## config.mk

```make
export PLATFORM = sky130hd
export DESIGN_NAME = uart_receive_flat
export DESIGN_NICKNAME = d
export VERILOG_FILES = /design/src/rtl/uart_receive_if.sv /design/src/rtl/uart_receive.sv /design/src/flat_wrapper.sv
export SDC_FILE = /design/constraint.sdc
export NUM_CORES = 1
export LEC_CHECK = 0
export ABC_AREA = 1
export BUFFER_PORTS_ARGS = -buffer_cell sky130_fd_sc_hd__buf_2
export CAP_MARGIN = 20
export CORE_UTILIZATION = 35
export DETAILED_ROUTE_END_ITERATION = 16
export PLACE_DENSITY = 0.59
export REMOVE_ABC_BUFFERS = 1
export SYNTH_ARGS = -nofsm -noshare
export SYNTH_HDL_FRONTEND = slang
export SYNTH_SLANG_ARGS = --single-unit
```

## constraint.sdc

```tcl
create_clock -name clk -period 1.3 [get_ports clk]
set_input_delay 0.13 -clock clk [delete_from_list [all_inputs] [get_ports clk]]
set_output_delay 0.13 -clock clk [all_outputs]
set_load 0.02 [all_outputs]
```

## src/rtl/uart_receive_if.sv

```systemverilog
// uart_receive_if: bundles the serial input, the consumer handshake and the
// status pulses of the uart_receive block.
//   master : the side that drives the line and acknowledges data
//   slave  : the receiver itself
interface uart_receive_if #(
    parameter int D_WIDTH = 15
);
    logic               rx;
    logic               rx_ack;
    logic [D_WIDTH-1:0] rx_data;
    logic               rx_valid;
    logic               rx_busy;
    logic               frame_err;
    logic               overrun;

    modport master (
        output rx,
        output rx_ack,
        input  rx_data,
        input  rx_valid,
        input  rx_busy,
        input  frame_err,
        input  overrun
    );

    modport slave (
        input  rx,
        input  rx_ack,
        output rx_data,
        output rx_valid,
        output rx_busy,
        output frame_err,
        output overrun
    );
endinterface

```

## src/rtl/uart_receive.sv

```systemverilog
// uart_receive: single-sample-per-cycle UART frame receiver.
// Frame: start bit 0, D_WIDTH data bits LSB first, stop bit 1; idle line is 1.
// A stop bit sampled 0 reports frame_err and parks the receiver in BREAK
// until the line returns high. Received payloads are held in rx_data with
// rx_valid until acknowledged; overwriting an unacknowledged payload pulses
// overrun.
// Optional feature: define UART_RECEIVE_SYNC_EN to pass rx through a
// two-flop synchronizer (both flops reset to 1); this delays every sample
// point by two cycles.
module uart_receive #(
    parameter int D_WIDTH = 15
) (
    input  logic           clk,
    input  logic           rst,
    uart_receive_if.slave  bus
);

    // Counter must be able to hold D_WIDTH without wrapping.
    localparam int CNT_W = $clog2(D_WIDTH + 1);
    // Index width into the shift register (at least one bit).
    localparam int IDX_W = (D_WIDTH > 1) ? $clog2(D_WIDTH) : 1;
    localparam logic [CNT_W-1:0] LAST_BIT = CNT_W'(D_WIDTH - 1);

    typedef enum logic [1:0] {
        IDLE  = 2'd0,
        DATA  = 2'd1,
        STOP  = 2'd2,
        BREAK = 2'd3
    } state_t;

    state_t             state_q, state_d;
    logic [CNT_W-1:0]   cnt_q, cnt_d;
    logic [D_WIDTH-1:0] shift_q, shift_d;
    logic [D_WIDTH-1:0] rx_data_q, rx_data_d;
    logic               rx_valid_q, rx_valid_d;
    logic               rx_busy_q, rx_busy_d;
    logic               frame_err_q, frame_err_d;
    logic               overrun_q, overrun_d;

    // Line value seen by the FSM (either raw or synchronized).
    logic               rx_s;
    // Bit position within the payload for the current data sample.
    logic [IDX_W-1:0]   idx_s;

`ifdef UART_RECEIVE_SYNC_EN
    logic sync1_q;
    logic sync2_q;

    // Two-flop synchronizer; resets to the idle level so no false start.
    always_ff @(posedge clk or posedge rst) begin
        if (rst) begin
            sync1_q <= 1'b1;
            sync2_q <= 1'b1;
        end else begin
            sync1_q <= bus.rx;
            sync2_q <= sync1_q;
        end
    end

    assign rx_s = sync2_q;
`else
    assign rx_s = bus.rx;
`endif

    assign idx_s = cnt_q[IDX_W-1:0];

    // Next-state, datapath and output-pulse logic of the receive FSM.
    always_comb begin
        state_d     = state_q;
        cnt_d       = cnt_q;
        shift_d     = shift_q;
        rx_data_d   = rx_data_q;
        frame_err_d = 1'b0;
        overrun_d   = 1'b0;

        // Consumer acknowledge only has effect while data is pending.
        if (rx_valid_q && bus.rx_ack) begin
            rx_valid_d = 1'b0;
        end else begin
            rx_valid_d = rx_valid_q;
        end

        case (state_q)
            IDLE: begin
                if (rx_s == 1'b0) begin
                    state_d = DATA;
                    cnt_d   = {CNT_W{1'b0}};
                    shift_d = {D_WIDTH{1'b0}};
                end else begin
                    state_d = IDLE;
                end
            end

            DATA: begin
                // Writing by position keeps bit 0 = first received bit.
                shift_d[idx_s] = rx_s;
                cnt_d          = cnt_q + CNT_W'(1);
                if (cnt_q == LAST_BIT) begin
                    state_d = STOP;
                end else begin
                    state_d = DATA;
                end
            end

            STOP: begin
                if (rx_s == 1'b1) begin
                    rx_data_d  = shift_q;
                    rx_valid_d = 1'b1;
                    // An ack on this same edge consumes the old payload first.
                    overrun_d  = rx_valid_q && !bus.rx_ack;
                    state_d    = IDLE;
                end else begin
                    frame_err_d = 1'b1;
                    state_d     = BREAK;
                end
            end

            BREAK: begin
                if (rx_s == 1'b1) begin
                    state_d = IDLE;
                end else begin
                    state_d = BREAK;
                end
            end

            default: begin
                state_d = IDLE;
            end
        endcase

        // Busy is registered from the next state so it tracks state_q.
        if (state_d != IDLE) begin
            rx_busy_d = 1'b1;
        end else begin
            rx_busy_d = 1'b0;
        end
    end

    // State, datapath and registered outputs.
    always_ff @(posedge clk or posedge rst) begin
        if (rst) begin
            state_q     <= IDLE;
            cnt_q       <= {CNT_W{1'b0}};
            shift_q     <= {D_WIDTH{1'b0}};
            rx_data_q   <= {D_WIDTH{1'b0}};
            rx_valid_q  <= 1'b0;
            rx_busy_q   <= 1'b0;
            frame_err_q <= 1'b0;
            overrun_q   <= 1'b0;
        end else begin
            state_q     <= state_d;
            cnt_q       <= cnt_d;
            shift_q     <= shift_d;
            rx_data_q   <= rx_data_d;
            rx_valid_q  <= rx_valid_d;
            rx_busy_q   <= rx_busy_d;
            frame_err_q <= frame_err_d;
            overrun_q   <= overrun_d;
        end
    end

    assign bus.rx_data   = rx_data_q;
    assign bus.rx_valid  = rx_valid_q;
    assign bus.rx_busy   = rx_busy_q;
    assign bus.frame_err = frame_err_q;
    assign bus.overrun   = overrun_q;

endmodule

```

## src/flat_wrapper.sv

```systemverilog
// flat-port wrapper written by rule: the top's interface ports become plain ports
module uart_receive_flat 
#(
    parameter int D_WIDTH = 15
)
  (clk, rst, bus_rx, bus_rx_ack, bus_rx_data, bus_rx_valid, bus_rx_busy, bus_frame_err, bus_overrun);
  uart_receive_if #(.D_WIDTH(D_WIDTH)) bus_i ();
  input  logic clk;
  input  logic rst;
  input wire logic [$bits(bus_i.rx)-1:0] bus_rx;
  input wire logic [$bits(bus_i.rx_ack)-1:0] bus_rx_ack;
  output wire logic [$bits(bus_i.rx_data)-1:0] bus_rx_data;
  output wire logic [$bits(bus_i.rx_valid)-1:0] bus_rx_valid;
  output wire logic [$bits(bus_i.rx_busy)-1:0] bus_rx_busy;
  output wire logic [$bits(bus_i.frame_err)-1:0] bus_frame_err;
  output wire logic [$bits(bus_i.overrun)-1:0] bus_overrun;
  assign bus_i.rx = bus_rx;
  assign bus_i.rx_ack = bus_rx_ack;
  assign bus_rx_data = bus_i.rx_data;
  assign bus_rx_valid = bus_i.rx_valid;
  assign bus_rx_busy = bus_i.rx_busy;
  assign bus_frame_err = bus_i.frame_err;
  assign bus_overrun = bus_i.overrun;
  uart_receive #(.D_WIDTH(D_WIDTH)) u_core (.clk(clk), .rst(rst), .bus(bus_i));
endmodule
```

Word level (Yosys, flattened, before mapping)

Cells that the tools add are included.

Register bits: 40
Bits in latches: 0
Memory bits (writable): 0
Memory bits (read-only): 0
Input port bits: 4
Output and inout bits: 19
Memories kept: 0

$add $sub $neg: 1
Multiply operators: 0
Divide/modulo/power cells: 0
Magnitude comparators: 2
Equality and inequality tests: 5
Shift-type cells: 0
Multiplexer cells: 19
Bitwise logic cells: 0
Reductions and logical operators: 10

Operator list:

| kind                  | number |
|---|---|
| $pmux W15 S2          | 1 |
| $bwmux W15            | 1 |
| $mux W15              | 1 |
| $mux W1               | 10 |
| $pmux W4 S2           | 1 |
| $pmux W2 S3           | 1 |
| $lt A4 B5 Y1 const B  | 1 |
| $add A4 B1 Y4 const B | 1 |
| $demux W1 S4          | 1 |
| $eq A2 B2 Y1 const B  | 2 |
| $eq A4 B4 Y1 const B  | 1 |
| $ge A4 B1 Y1 const B  | 1 |
| $mux W2               | 2 |
| $mux W4               | 1 |
| $reduce_and A2 Y1     | 2 |
| $reduce_bool A2 Y1    | 2 |
| $logic_and A1 B1 Y1   | 3 |
| $eq A2 B1 Y1 const B  | 1 |
| $logic_not A2 Y1      | 1 |
| $ne A2 B2 Y1 const B  | 1 |
| $reduce_or A2 Y1      | 1 |
| $logic_not A1 Y1      | 1 |

Longest topological paths before layout

Gate-level depths: netlist (run 1).

Depth in word-level cells: 6
Mapped depth: 8
Gate-level depth less buffers: 7

Least setup slack after synthesis (run 1)

Ideal clock, no wire load.

Path kind: reg2reg
From: reg u_core.cnt_q[0]
To: reg u_core.cnt_q[2]
Data arrival time: 1.140 ns
Data required time: 1.177 ns
Slack: 0.037 ns
Stages on the path, launching flop included: 6
Path buffers: 1
Cell sequence: dfrtp_1 > ha_1 > clkbuf_1 > or2_2 > nand3_1 > o21ai_1

Word-level cells in the longest chain between the ends: 2

RTL lines:

| item                   | line                | text |
|---|---|---|
| start, declared        | uart_receive.sv:32  | `logic [CNT_W-1:0] cnt_q, cnt_d;` |
| start signal, assigned | uart_receive.sv:143 | `cnt_q <= {CNT_W{1'b0}};` |
| start signal, assigned | uart_receive.sv:152 | `cnt_q <= cnt_d;` |
| $add A4 B1 Y4          | uart_receive.sv:97  | `cnt_d = cnt_q + CNT_W'(1);` |
| $pmux W4 S2            | uart_receive.sv:83  | `case (state_q)` |

Every way passes these cells.
A chain may end at the register's enable or synchronous reset.

Worst setup path after layout (run 1)

Same ends and word-level chain as after synthesis.

==> results.toml, run 1 <==
[logic_synthesis]
syn-cell-area_mm2 = 0.00191
synthTopCellsByArea = "dfrtp_1 (52%), nand2_1 (20%), nand3_1 (8.4%)"
synth.avg_cell_area_um2 = 8.23
ys_ff_latch = 40
synth_top_area_share_pct = 52.4
synth_top_area_cell = "dfrtp_1"
synthCells = 232
ys_seq_area_share_pct = 52.4
yosysUniqueCellTypes = 23
yosysWarnings = 0

[hold_path]
min_to = "u_core.bus.overrun"
hold_class = "input port to register"
holdPathStages = 4
hp-start = "bus_rx_ack"

[final_layout]
multi_input_area_um2 = 832
syn2layout_area_growth_pct = 21.7
fin_cells = 334
num-nets-final = 271
num-fill-cells = 526
layout_commonest_cell = "nand2_1"
layout-drive-gt1-share_pct = 24.6
diodes = 0
layout_common_cells = "nand2_1 (103), dfrtp_1 (37), nand3_1 (32), buf_2 (22), buf_4 (14)"
ff_latch_area_mm2 = 0.00100

[critical_path]
reg2reg_slack_ns = 0.09
crit_arrival_ns = 1.39
cp.required_ns = 1.48
critPathLaunchType = "register"
cp_max_fo = 4
r2r_cells = 4
r2r-end = "u_core.cnt_q[2]"
cp-startpoint = "u_core.cnt_q[0]"
reg2reg_from = "u_core.cnt_q[0]"
crit_type = "register to register"
endpoint_kind = "register"

[pwr]
leakage_nw = 1.29
total_power_w = 0.00522
power.share.switching_pct = 41.8
seqPwrFrac_pct = 38.5
clock_power_share_pct = 15.9
ir_drop_mv = 0.755
power_frac_comb_pct = 45.7
power.density_mw_per_mm2 = 2240
netSwitchingPower_w = 0.00218
p_int_w = 0.00304

[global_routing]
grt-ovfl-total = 0
antenna_found_initial = 0
grt_pass1_vias = 1373
grt_max_degree = 41
grt_first_pass_wirelength_mm = 6.49
grt_use_total_pct = 15.4

[floorplanning]
dieArea_mm2 = 0.00575
core_mm2 = 0.00517
io_pins = 23
core.rowCount = 26
die-width_um = 75.9
start_util_pct = 36.9
die_y_um = 75.9

[cts]
cts_buffers = 5
tritoncts = "yes"
cts_sinks = 40
clk_pin_slew_ns = 0.07
root_buffer = "clkbuf_8"
clock_path_buffers = 2
clk-insertion-delay-late_ns = 0.29
cts_max_level = 2

[detailed_routing]
detail_route.iter0.violations = 86
route.detailed.drc = 0
num_vias = 1523
via_per_inst = 4.56
wirelength_mm = 3.88
routedWlPerCell_um = 11.6
antenna_left = 0
first_pass_iters = 4

[place]
pre_cts_slack_ns = -0.00928
dp.cells = 323
io_buffers = 22
gp_congestion = 0.838
post-dp-hpwl_mm = 2.56

[sta]
fin_ws_ns = 0.0897
fmax_mhz = 826
finalSetupViolations = 0
worst_pin_slew_ns = 0.284
slew_headroom_pct = 81.1
fin_skew_ns = 0.00430
fin_crit_sh_pct = 93.1
fin_crit_ns = 1.21
hold_violations = 0
slew_viol_final = 0

[run_status]
status = "finished, final reports clean"

[flow_run]
maxCapViolCount = 0
-- how the worst max path moves through the flow --
stage | endpoint | slack, ns | cells after the start
finish | u_core.cnt_q[2] | 0.09 | 4
global route | u_core.shift_q[14] | -0.0006 | 7
detailed placement | u_core.shift_q[14] | -0.009 | 7
floorplan | u_core.shift_q[10] | -0.01 | 4
global placement | u_core.shift_q[10] | 0.04 | 6
CTS | u_core.shift_q[10] | 0.02 | 6
-- worst max-delay path, stage by stage, from the launching register on --
cell and delay (ns):
dfrtp_2 0.46, ha_1 0.23, or2_2 0.29, nand3_1 0.07
o21ai_1 0.06
-- routing by layer --
metal | vias to the layer above | GRT usage [%] | wire length (um)
met5 | - | 0 | 0
met3 | 7 | 3.97 | 149
li1 | 806 | - | -
met1 | 677 | 20.7 | 1900
met4 | 0 | 6.79 | 79
met2 | 33 | 23.5 | 1750
-- cell families after synthesis --
| logic type | synth area share [%] |
|---|---|
| simple gates | 36.7 |
| flops | 52.4 |
| buf+inv | 6.36 |
| compound gates | 1.90 |
| fa+ha+maj | 2.62 |
-- synth_stat cells, drive strengths merged --
| cell | n |
|---|---|
| nand2 | 105 |
| dfrtp | 40 |
| nand3 | 32 |
| buf | 12 |
| nand4 | 10 |
| nor2 | 8 |
| inv | 7 |
| o21ai | 5 |
| ha | 4 |
| clkbuf | 3 |
| clkinv | 2 |
| a21oi | 1 |
| nor3 | 1 |
| o22ai | 1 |
| or2 | 1 |
-- registers in the layout (all words and copies together) (netlist names) --
name	flops
u_core.bus.rx_valid	1
u_core.state_q	2
u_core.bus.frame_err	1
u_core.bus.overrun	1
u_core.bus.rx_data	15
u_core.cnt_q	4
u_core.shift_q	15
u_core.bus.rx_busy	1
-- power groups by stage --
| stage | registers [W] | clock network [W] | logic, W |
|---|---|---|---|
| finish | 0.00201 | 0.000828 | 0.00238 |
| global route | 0.00206 | 0.000914 | 0.00271 |
| CTS | 0.00194 | 0.000868 | 0.00218 |
| detailed placement | 0.00196 | 0 | 0.00217 |
| global placement | 0.00195 | 0 | 0.00213 |
| floorplan | 0.00215 | 0 | 0.00121 |
-- layout make-up --
class	count	area share [%]
Timing Repair Buffer	39	11.4
Multi-Input combinational cell	168	35.8
Clock buffer	8	3.88
Inverter	9	1.88
Tap cell	70	3.77
Sequential cell	40	43.2
-- through the flow --
stage	instance area (um2)	utilization, %	setup TNS [ns]	hold slack (ns)
after detailed placement	2140	41.3	-0.0137	0.205
after global routing	2320	44.9	-0.000621	0.134
final	2320	44.9	0	0.0997
after global placement	2140	41.3	0	0.202
after CTS	2240	43.3	0	0.0912
after floorplan	1820	-	-0.0711	0.201
-- what timing repair did --
action	4_1_cts	5_1_grt
hold buffers	1	0
endpoints found under the hold margin	40	0
setup endpoints to repair	2	15
pin swaps	0	1
setup buffers	0	2
resized for setup	1	15
(Power assumes the default switching activity.)
==> run 2: changes to the inputs <==
--- a/config.mk
+++ b/config.mk
@@ -10,7 +10,7 @@
 export CAP_MARGIN = 20
 export CORE_UTILIZATION = 35
 export DETAILED_ROUTE_END_ITERATION = 16
-export PLACE_DENSITY = 0.59
+export PLACE_DENSITY = 0.58
 export REMOVE_ABC_BUFFERS = 1
 export SYNTH_ARGS = -nofsm -noshare
 export SYNTH_HDL_FRONTEND = slang
==> constraint.sdc (replaced) <==
create_clock -name clk -period 1.5 [get_ports clk]
set_input_delay 0.15 -clock clk [delete_from_list [all_inputs] [get_ports clk]]
set_output_delay 0.15 -clock clk [all_outputs]
set_load 0.02 [all_outputs]
==> run 2 against run 1 <==
Wire length rose by 2.4%. Critical path depth rose by 3. First-iteration DRC count rose by 28%. Sequential cell count did not move. Die area did not move. Combinational power fell by 27%.
==> results.toml, run 2 (same netlist as run 1, synthesis figures left out) <==
[run_status]
status = "finished, final reports clean"

[hold_path]
holdPathStages = 4
hp-start = "bus_rx_ack"
hold_class = "input port to register"

[detailed_routing]
wirelength_mm = 3.98
detail_route.iter0.violations = 110
num_vias = 1518
route.detailed.drc = 0
first_pass_iters = 4
routedWlPerCell_um = 12.3
via_per_inst = 4.69
antenna_left = 0

[sta]
fin_skew_ns = 0.00395
hold_violations = 0
slew_headroom_pct = 66.2
fin_crit_sh_pct = 90.7
worst_pin_slew_ns = 0.507
fin_crit_ns = 1.36
slew_viol_final = 0
fmax_mhz = 735
finalSetupViolations = 0
fin_ws_ns = 0.139
holdWs_ns = 0.0889
rsz0062_at_grt = "no"
setup_tns_ns = 0

[floorplanning]
start_util_pct = 36.9
dieArea_mm2 = 0.00575
core.rowCount = 26
io_pins = 23
die-width_um = 75.9
die_y_um = 75.9
core_mm2 = 0.00517

[cts]
cts_max_level = 2
cts_buffers = 5
clk_pin_slew_ns = 0.08
post_cts_buffers = 0
clock_path_buffers = 2
cts_sinks = 40
root_buffer = "clkbuf_8"
clk-insertion-delay-late_ns = 0.30
tritoncts = "yes"

[critical_path]
cp-startpoint = "u_core.cnt_q[0]"
r2r_cells = 7
cp_max_fo = 7
critPathLaunchType = "register"
cp.required_ns = 1.70
reg2reg_from = "u_core.cnt_q[0]"
crit_arrival_ns = 1.56
endpoint_kind = "register"
crit_type = "register to register"

[global_routing]
grt-ovfl-total = 0
busiest_layer = "met2"
use_met3_pct = 3.57
grt_use_total_pct = 16.8
grt_first_pass_wirelength_mm = 6.89
grt_use_met1_pct = 21.1
grt_max_degree = 41
grt_pass1_vias = 1442
use_met2_pct = 26.0
antenna_found_initial = 0

[final_layout]
syn2layout_area_growth_pct = 14.8
layout-drive-gt1-share_pct = 18.5
layout_common_cells = "nand2_1 (103), dfrtp_1 (40), nand3_1 (32), buf_2 (22), nand4_1 (10)"
layout_commonest_cell = "nand2_1"
diodes = 0
num-nets-final = 261
fin_cells = 324

[place]
gp_congestion = 0.762
dp.cells = 315
io_buffers = 22
post-dp-hpwl_mm = 2.56
pre_cts_slack_ns = 0.0871

[pwr]
leakage_nw = 1.24
power.density_mw_per_mm2 = 1980
ir_drop_mv = 0.688

[flow_run]
maxCapViolCount = 0
[run 2: changes by cell type in the layout (fill, tap and decap cells not counted), sizes merged]
cell      delta
clkinv       +2
bufinv       +1
inv          +1
buf         -10
clkbuf       -3
clkinvlp     -1
[run 2: layer usage]
metal / wire length [um] / part of all wire, % / up-vias
met1: 1860 / 47 / 693
met5: 0 / 0 / -
met4: 138 / 3.5 / 0
met3: 145 / 3.6 / 9
met2: 1840 / 46 / 32
li1: - / - / 784
[run 2: worst paths after layout]
path                                               end  slack, ns
worst max register to register      u_core.shift_q[14]       0.14
worst min-delay path                u_core.bus.overrun       0.09
worst max-delay path                u_core.shift_q[14]       0.14
worst min register to register   u_core.bus.rx_data[1]       0.47
min in group asynchronous           u_core.shift_q[11]       0.51
max in group asynchronous       u_core.bus.rx_data[12]       0.64
[run 2: area by class of cell]
class	count	area (um2)
clock inverter	3	46.3
timing repair buffer	29	165
clock buffer	5	68.8
multi-input combinational	168	790
sequential	40	1000
tap	70	87.6
fill	541	2980
inverter	9	33.8
[run 2: report_power, final]
part	switching [W]	internal, W	leakage [nW]	total (W)
Sequential	0.000255	0.00142	0.531	0.00167
Combinational	0.00116	0.000576	0.656	0.00174
Clock	0.000422	0.000501	0.0548	0.000924
[run 2: repair_timing]
item	4_1_cts	5_1_grt
gates resized for setup	0	1
hold buffers	1	0
endpoints found under the setup margin	0	2
endpoints found under the hold margin	40	0
[run 2: metrics by stage]
| step | power [W] | cell area (um2) | util, % |
|---|---|---|---|
| after floorplan | 0.00291 | 1820 | - |
| after global placement | 0.00340 | 2060 | 39.9 |
| after detailed placement | 0.00344 | 2060 | 39.9 |
| after CTS | 0.00438 | 2190 | 42.3 |
| after global routing | 0.00473 | 2190 | 42.4 |
| final | 0.00434 | 2190 | 42.4 |
[run 2: worst max-delay path, stage by stage (launching register included)]
cell and delay, ns:
dfrtp_1 0.42, inv_1 0.13, ha_2 0.27, nand3_1 0.17, nand2_1 0.09, nand2_1 0.06
nand2_1 0.08, nand2_1 0.05
